==> src/rtl/rv_pkg.sv <==
// Shared definitions for the integer register file: default widths, the
// architectural register-index type and the hardwired-zero index.
package rv_pkg;

    localparam int XLEN_DEFAULT  = 32;
    localparam int NREGS_DEFAULT = 32;
    localparam int AW_DEFAULT    = $clog2(NREGS_DEFAULT);

    typedef logic [AW_DEFAULT-1:0] reg_idx_t;

    localparam reg_idx_t X0 = '0;

endpackage

==> src/rtl/regfile_read_port.sv <==
// One combinational read port: index mux, x0 forcing, optional write bypass
// and busy lookup for the operand it serves.
module regfile_read_port
    import rv_pkg::*;
#(
    parameter int XLEN   = XLEN_DEFAULT,
    parameter int NREGS  = NREGS_DEFAULT,
    parameter int BYPASS = 1,
    localparam int AW    = $clog2(NREGS)
) (
    input  logic [AW-1:0]   addr,
    input  logic [XLEN-1:0] regs [NREGS],
    input  logic [NREGS-1:0] busy,
    input  logic            wr_en,
    input  logic [AW-1:0]   wr_rd,
    input  logic [XLEN-1:0] wr_data,
    output logic [XLEN-1:0] value,
    output logic            busy_out
);

    localparam logic [AW-1:0] ZERO_IDX = AW'(X0);

    logic hit;

    // NOTE: every output gets a default first so no path through the
    // conditions below can leave a latch behind.
    always_comb begin
        hit      = (BYPASS != 0) && wr_en && (wr_rd == addr);
        value    = regs[addr];
        busy_out = busy[addr];
        if (addr == ZERO_IDX) begin
            value    = '0;
            busy_out = 1'b0;
        end else if (hit) begin
            // The in-flight write is the producer being retired this cycle.
            value    = wr_data;
            busy_out = 1'b0;
        end
    end

endmodule

==> src/rtl/regfile_scoreboard.sv <==
// Parametrised integer register file with hardwired x0, optional write-to-read
// bypass and a per-register busy scoreboard for decode stall detection.
module regfile_scoreboard
    import rv_pkg::*;
#(
    parameter int XLEN   = XLEN_DEFAULT,
    parameter int NREGS  = NREGS_DEFAULT,
    parameter int NREAD  = 2,
    parameter int BYPASS = 1,
    localparam int AW    = $clog2(NREGS)
) (
    input  logic                  clk,
    input  logic                  rst,
    input  logic                  reg_write_en,
    input  logic [AW-1:0]         rd,
    input  logic [XLEN-1:0]       rd_value,
    input  logic [NREAD*AW-1:0]   rs_addr,
    output logic [NREAD*XLEN-1:0] rs_value,
    output logic [NREAD-1:0]      rs_busy,
    input  logic                  mark_en,
    input  logic [AW-1:0]         mark_rd,
    output logic [AW:0]           busy_count,
    output logic                  any_busy
);

    localparam logic [AW-1:0] ZERO_IDX = AW'(X0);

    logic [XLEN-1:0]  regs [NREGS];
    logic [NREGS-1:0] busy;
    logic [NREGS-1:0] busy_next;
    logic [AW:0]      count_next;
    logic             wr_fire;
    logic             mark_fire;

    assign wr_fire   = reg_write_en && (rd != ZERO_IDX);
    assign mark_fire = mark_en && (mark_rd != ZERO_IDX);

    // NOTE: the array is cleared by the asynchronous reset, so it must be a
    // flop array rather than an SRAM macro; that is what makes reads 0 in reset.
    always_ff @(posedge clk or posedge rst) begin
        if (rst) begin
            for (int i = 0; i < NREGS; i++) begin
                regs[i] <= '0;
            end
        end else if (wr_fire) begin
            regs[rd] <= rd_value;
        end
    end

    // Clear is applied before set so a same-cycle re-issue keeps the register busy.
    always_comb begin
        busy_next = busy;
        if (wr_fire) begin
            busy_next[rd] = 1'b0;
        end
        if (mark_fire) begin
            busy_next[mark_rd] = 1'b1;
        end
    end

    always_comb begin
        count_next = '0;
        for (int i = 0; i < NREGS; i++) begin
            count_next = count_next + (AW+1)'(busy_next[i]);
        end
    end

    // NOTE: state uses non-blocking assignments so every flop samples values
    // from before the edge, independent of process ordering.
    always_ff @(posedge clk or posedge rst) begin
        if (rst) begin
            busy       <= '0;
            busy_count <= '0;
        end else begin
            busy       <= busy_next;
            busy_count <= count_next;
        end
    end

    assign any_busy = (busy_count != '0);

    for (genvar k = 0; k < NREAD; k++) begin : g_read
        regfile_read_port #(
            .XLEN   (XLEN),
            .NREGS  (NREGS),
            .BYPASS (BYPASS)
        ) u_port (
            .addr     (rs_addr[k*AW +: AW]),
            .regs     (regs),
            .busy     (busy),
            .wr_en    (wr_fire && !rst),
            .wr_rd    (rd),
            .wr_data  (rd_value),
            .value    (rs_value[k*XLEN +: XLEN]),
            .busy_out (rs_busy[k])
        );
    end

endmodule

==> config.mk <==
export PLATFORM = sky130hd
export DESIGN_NAME = regfile_scoreboard
export DESIGN_NICKNAME = d
export VERILOG_FILES = /design/src/rtl/rv_pkg.sv /design/src/rtl/regfile_read_port.sv /design/src/rtl/regfile_scoreboard.sv
export SDC_FILE = /design/constraint.sdc
export NUM_CORES = 2
export LEC_CHECK = 0
export BUFFER_PORTS_ARGS = -buffer_cell sky130_fd_sc_hd__buf_4
export CAP_MARGIN = 20
export CELL_PAD_IN_SITES_DETAIL_PLACEMENT = 2
export CELL_PAD_IN_SITES_GLOBAL_PLACEMENT = 2
export CORE_MARGIN = 8
export CORE_UTILIZATION = 43
export CTS_BUF_LIST = sky130_fd_sc_hd__clkbuf_4 sky130_fd_sc_hd__clkbuf_8
export DETAILED_ROUTE_END_ITERATION = 7
export PLACE_DENSITY = 0.86
export SETUP_SLACK_MARGIN = 0.15
export SLEW_MARGIN = 20
export SYNTH_ARGS = -nofsm -noshare
export SYNTH_HDL_FRONTEND = slang
export SYNTH_HIERARCHICAL = 1
export SYNTH_SLANG_ARGS = --single-unit
==> constraint.sdc <==
create_clock -name clk -period 31.9 [get_ports clk]
set_input_delay 3.19 -clock clk [delete_from_list [all_inputs] [get_ports clk]]
set_output_delay 3.19 -clock clk [all_outputs]
set_load 0.01 [all_outputs]
== Word level (Yosys, flattened, before mapping) ==
Cells that the tools add are included.

* Multipliers: 0
* Bitwise operators: 6
* Divide/modulo/power cells: 0
* Shift-type cells: 0
* Muxes and demuxes: 27
* Reductions and logical operators: 14
* Add/subtract/negate cells: 31
* $lt $le $gt $ge: 10
* Eq/ne operators: 2

{| class="wikitable"
|+ Operators with widths
! kind !! number
|-
| $bwmux 1024 || 1
|-
| $mux 32 || 11
|-
| $bmux 32 s5 || 2
|-
| $demux 32 s5 || 1
|-
| $add 6x1->6 || 26
|-
| $and 32x32->32 || 1
|-
| $not 32->32 || 1
|-
| $or 32x32->32 || 1
|-
| $lt 5x6->1 const B || 4
|-
| $ge 6x6->1 const B || 3
|-
| $not 5->6 || 3
|-
| $bmux 1 s5 || 2
|-
| $demux 1 s5 || 2
|-
| $eq 5x5->1 || 2
|-
| $ge 5x1->1 const B || 2
|-
| $logic_not 5->1 || 2
|-
| $reduce_bool 5->1 || 2
|-
| $logic_and 1x1->1 || 8
|-
| $mux 1 || 8
|-
| $add 5x1->6 || 1
|-
| $lt 6x1->1 const B || 1
|-
| $reduce_bool 6->1 || 1
|-
| $add 4x1->5 || 1
|-
| $add 3x1->4 || 1
|-
| 3 further kinds || 3
|}

* Logic and storage cells: 124
* Bits in writable memories: 0
* Memories kept: 0
* Bits in latches: 0
* Bits in read-only memories: 0
* Flip-flop bits (word level): 1,062
* Input port bits: 56
* Output and inout bits: 73

== Depth between registers and ports, before layout ==
* Depth in word-level cells: 40
* Gate-level depth with buffers: 22
* Mapped depth without buffers: 19

== By module ==
Netlist, hierarchy kept.

{| class="wikitable"
|+ Modules (own cells, without submodules)
! module !! seq. area each (µm²) !! area an instance (µm²) !! cells each !! times used
|-
| regfile_scoreboard || 26,575.5 || 40,714.0 || 2,498 || 1
|-
| regfile_read_port || 0.0 || 8,994.9 || 800 || 2
|}

== Least setup slack after synthesis ==
No wires, ideal clock.

* Kind: input -> output
* From: input port rst
* To: output port rs_value[10]
* Buffers on the path: 1
* Stages: 7
* Required time: 28.710 ns
* Setup slack: 0.287 ns
* Arrival time: 28.423 ns
* Cell sequence: inv_1 and3_1 nand4_2 o21ai_1 buf_2 a21oi_1 a221o_1

* Cells in the longest elaborated chain, start to end: 5

{| class="wikitable"
|+ RTL lines
! element !! line !! text
|-
| from (decl) || regfile_scoreboard.sv:13 || <nowiki>input logic rst,</nowiki>
|-
| $logic_not 1->1 || regfile_scoreboard.sv:91 || <nowiki>.wr_en (wr_fire && !rst),</nowiki>
|-
| $logic_and 1x1->1 || regfile_scoreboard.sv:91 ||
|-
| $logic_and 1x1->1 || regfile_read_port.sv:28 || <nowiki>hit = (BYPASS != 0) && wr_en && (wr_rd == addr);</nowiki>
|-
| $mux 32 || regfile_read_port.sv:34 || <nowiki>end else if (hit) begin</nowiki>
|-
| $mux 32 || regfile_read_port.sv:31 || <nowiki>if (addr == ZERO_IDX) begin</nowiki>
|-
| to (decl) || regfile_scoreboard.sv:18 || <nowiki>output logic [NREAD*XLEN-1:0] rs_value,</nowiki>
|}

Every way passes these cells.

== Worst setup path in the final report ==
* From: input port rs_addr[5]
* To: output port rs_value[62]

* Cells in the longest elaborated chain, start to end: 6

{| class="wikitable"
|+ RTL lines
! element !! line !! text
|-
| from (decl) || regfile_scoreboard.sv:17 || <nowiki>input logic [NREAD*AW-1:0] rs_addr,</nowiki>
|-
| $not 5->6 (implied by the code) || regfile_read_port.sv:29 || <nowiki>value = regs[addr];</nowiki>
|-
| $bmux 32 s5 || regfile_read_port.sv:29 ||
|-
| $mux 32 (implied by the code) (2 in a row) || regfile_read_port.sv:29 ||
|-
| $mux 32 || regfile_read_port.sv:34 ||
|-
| $mux 32 (*) || regfile_read_port.sv:31 ||
|}

Mark *: on every way between the ends. The rest lies on a longest branch, timed or not. The select of a mux whose other input is x is not followed.

==> impl_metrics.env <==
export IMPL_status="finished, violations left"
export IMPL_violations="design-rule violations"
export IMPL_gp_congestion=0.784
export IMPL_dr_pass1_iters=8
export IMPL_hold_viol=0
export IMPL_initial_core_util_pct=43.3
export IMPL_synth_largest_area_cell="dfrtp_1"
export IMPL_grt_pass1_vias=50414
export IMPL_finalInstanceArea_um2=64400
export IMPL_clkPwrFrac_pct=30.2
export IMPL_regToRegStartpoint="busy[9]$_DFF_PP0_"
export IMPL_globalRouteOverflowTotal=0
export IMPL_min_from="regs[1007]$_DFFE_PP0P_"
export IMPL_crit_required_ps=28710
export IMPL_critPathMaxFanout=92
export IMPL_synth_most_common_cell="dfrtp_1"
export IMPL_grt_usage_pct=35.9
export IMPL_wl_per_cell_um=49.3
export IMPL_antenna_found_initial=15
export IMPL_crit_path_start_kind="input port"
export IMPL_drt_iter0_drc=6196
export IMPL_rsz0062_at_grt="false"
export IMPL_maxCapViolCount=0
export IMPL_seq_power_share_pct=38.9
export IMPL_fin_worst_skew_ps=44.0
export IMPL_ys_flop_type="dfrtp_1"
export IMPL_io_pins=129
export IMPL_clock_sinks=1062
export IMPL_layout_drive_gt1_share_pct=49.1
export IMPL_synth_top_area_share_pct=45.3
export IMPL_hpwl_mm=136
export IMPL_startpoint="rs_addr[5]"
export IMPL_ys_seq_elements=1062
export IMPL_reg2reg_depth=17
export IMPL_min_path_type="reg -> reg"
export IMPL_core_um2=135000
export IMPL_cts_resized=0
export IMPL_place_inst=5638
export IMPL_grt_pass1_wl_mm=388
export IMPL_tns_ps=0
export IMPL_synth_area_leaders="dfrtp_1 (45%), mux2_2 (20%), mux4_2 (15%)"
export IMPL_clockBufferDepth=3
export IMPL_syn_inst=4098
export IMPL_cts_setup_buffers=0
export IMPL_ant_nets=0
export IMPL_synth_async_reset_ratio_pct=100
export IMPL_syn_area_um2=58700
export IMPL_whs_path_depth=0
export IMPL_hold_buffers=0
export IMPL_grt_max_degree=165
export IMPL_die_height_um=385
export IMPL_ys_types=65
export IMPL_tritoncts="yes"
export IMPL_holdPathEnd="regs[1007]$_DFFE_PP0P_"
export IMPL_nets=4128
export IMPL_critPathArrivalTime_ps=7990
export IMPL_vias_per_cell=7.86
export IMPL_p_sw_mw=1.89
export IMPL_intPower_mw=3.10
export IMPL_syn_nets=4185
export IMPL_yosysWarnings=6
export IMPL_drc_errors=2
export IMPL_reg2reg_to="busy_count[4]$_DFF_PP0_"
export IMPL_dr_total_vias=47036
export IMPL_setup_viol=0
export IMPL_fmax_mhz=89.5
export IMPL_ir_drop_v=0.000113
export IMPL_rows=135
export IMPL_io_buffers=128
export IMPL_r2r_slack_ps=25980
export IMPL_wl_mm=295
export IMPL_clkLatencyLatePin_ps=960
export IMPL_die_area_um2=149000
export IMPL_htree_levels=4
export IMPL_drv_slew=0
export IMPL_powerDensity_nw_per_um2=77.5
export IMPL_yosysSeqAreaShare_pct=45.3
export IMPL_cts_root_buffer="clkbuf_8"
export IMPL_fin_cells=5983
export IMPL_die_w_um=385
export IMPL_cp_end_kind="output pin"
export IMPL_synth_edf_count=0
export IMPL_fin_crit_sh_pct=35.0
export IMPL_fin_util_pct=47.5
export IMPL_power_leakage_nw=28.2
export IMPL_area_delta_synth_final_pct=9.62
export IMPL_path_clk_slew_ps=60
export IMPL_p_sw_share_pct=37.8
export IMPL_numCtsBuffers=182
export IMPL_pwr_share_comb_pct=30.9
export IMPL_fin_crit_ps=11180
export IMPL_maxSlewHeadroom_pct=9.78
export IMPL_place_area_um2=60200
export IMPL_synth_avg_cell_area_um2=14.3
export IMPL_critical_path_class="in -> out"
export IMPL_synth_top_cells_by_count="dfrtp_1 (1062), mux2_2 (1048), mux4_2 (392)"
export IMPL_tightest_slew_ps=1350
==> layout make-up <==
type	instances	area (um2)
Timing Repair Buffer	215	1710
Clock inverter	27	265
Clock buffer	305	3830
Sequential cell	1062	26600
Multi-Input combinational cell	2540	29600
Fill cell	12442	71100
Inverter	40	154
Tap cell	1781	2230
Antenna cell	13	32.5
==> metrics by stage <==
step	power, mW	hold WS (ps)	setup WS (ps)
final	4.99	415	20720
after detailed placement	3.20	387	21120
after CTS	4.81	401	21010
after global placement	3.00	377	21230
after floorplan	2.74	441	6630
after global routing	5.08	413	20660
==> power groups by stage <==
stage,sequential (mW),clock (mW),combinational (mW)
floorplan,1.77,0,0.967
global placement,1.80,0,1.20
detailed placement,1.86,0,1.34
CTS,1.88,1.47,1.46
global route,1.94,1.54,1.61
finish,1.94,1.51,1.54
==> how the worst max path moves through the flow <==
stage / to / slack (ps)
global route: rs_value[62] / 20660
CTS: rs_value[62] / 21010
global placement: rs_value[62] / 21230
detailed placement: rs_value[62] / 21120
finish: rs_value[62] / 20720
floorplan: rs_value[20] / 6630
==> logic make-up (layout without fill, tap and decap cells) <==
| logic type | Yosys count | in the layout | synth area share [%] |
|---|---|---|---|
| mux | 1678 | 1678 | 39.2 |
| flops | 1062 | 1062 | 45.3 |
| compound gates | 550 | 550 | 7.15 |
| buf+inv | 496 | 587 | 4.67 |
| simple gates | 268 | 268 | 2.52 |
| fa+ha+maj | 31 | 31 | 0.968 |
| xor+xnor | 13 | 13 | 0.220 |
| other cells | 0 | 13 | 0 |
==> routing by layer <==
layer	global-route usage (%)	vias up	wire length, um
li1	-	15809	-
met4	27.6	6	30400
met5	0	-	95
met3	11.0	2006	33700
met2	55.1	4708	131000
met1	42.1	24507	99700
==> registers in the layout (all words and copies together) (netlist names) <==
name and count:
busy 32, busy_count 6, regs 1024
==> layout by cell type (no fill, tap or decap), drive strengths merged, types with 8 or more instances in the layout <==
master | netlist | layout
nand3 | 17 | 17
fa | 24 | 24
nor2 | 28 | 28
a22o | 50 | 50
nor2b | 36 | 36
buf | 267 | 213
inv | 40 | 43
diode | 0 | 13
dfrtp | 1062 | 1062
xnor2 | 12 | 12
a31oi | 14 | 14
o21ai | 45 | 45
mux4 | 392 | 392
a22oi | 89 | 89
nor3 | 17 | 17
clkinv | 0 | 13
a221oi | 74 | 74
and3 | 10 | 10
nand2b | 8 | 8
o22ai | 46 | 46
nand2 | 101 | 101
mux2i | 238 | 238
o21bai | 28 | 28
mux2 | 1048 | 1048
a211oi | 32 | 32
clkbuf | 189 | 307
a221o | 66 | 66
and2 | 9 | 9
o221ai | 26 | 26
a21oi | 56 | 56
==> worst max-delay path, cell delays in order <==
cell and delay [ps]:
buf_8 480, buf_12 670, buf_4 930, nand2b_1 1020
o22ai_1 460, a221o_1 240, nand3_1 170, a32o_1 390
buf_4 180
Power figures use the tool's default switching activity.
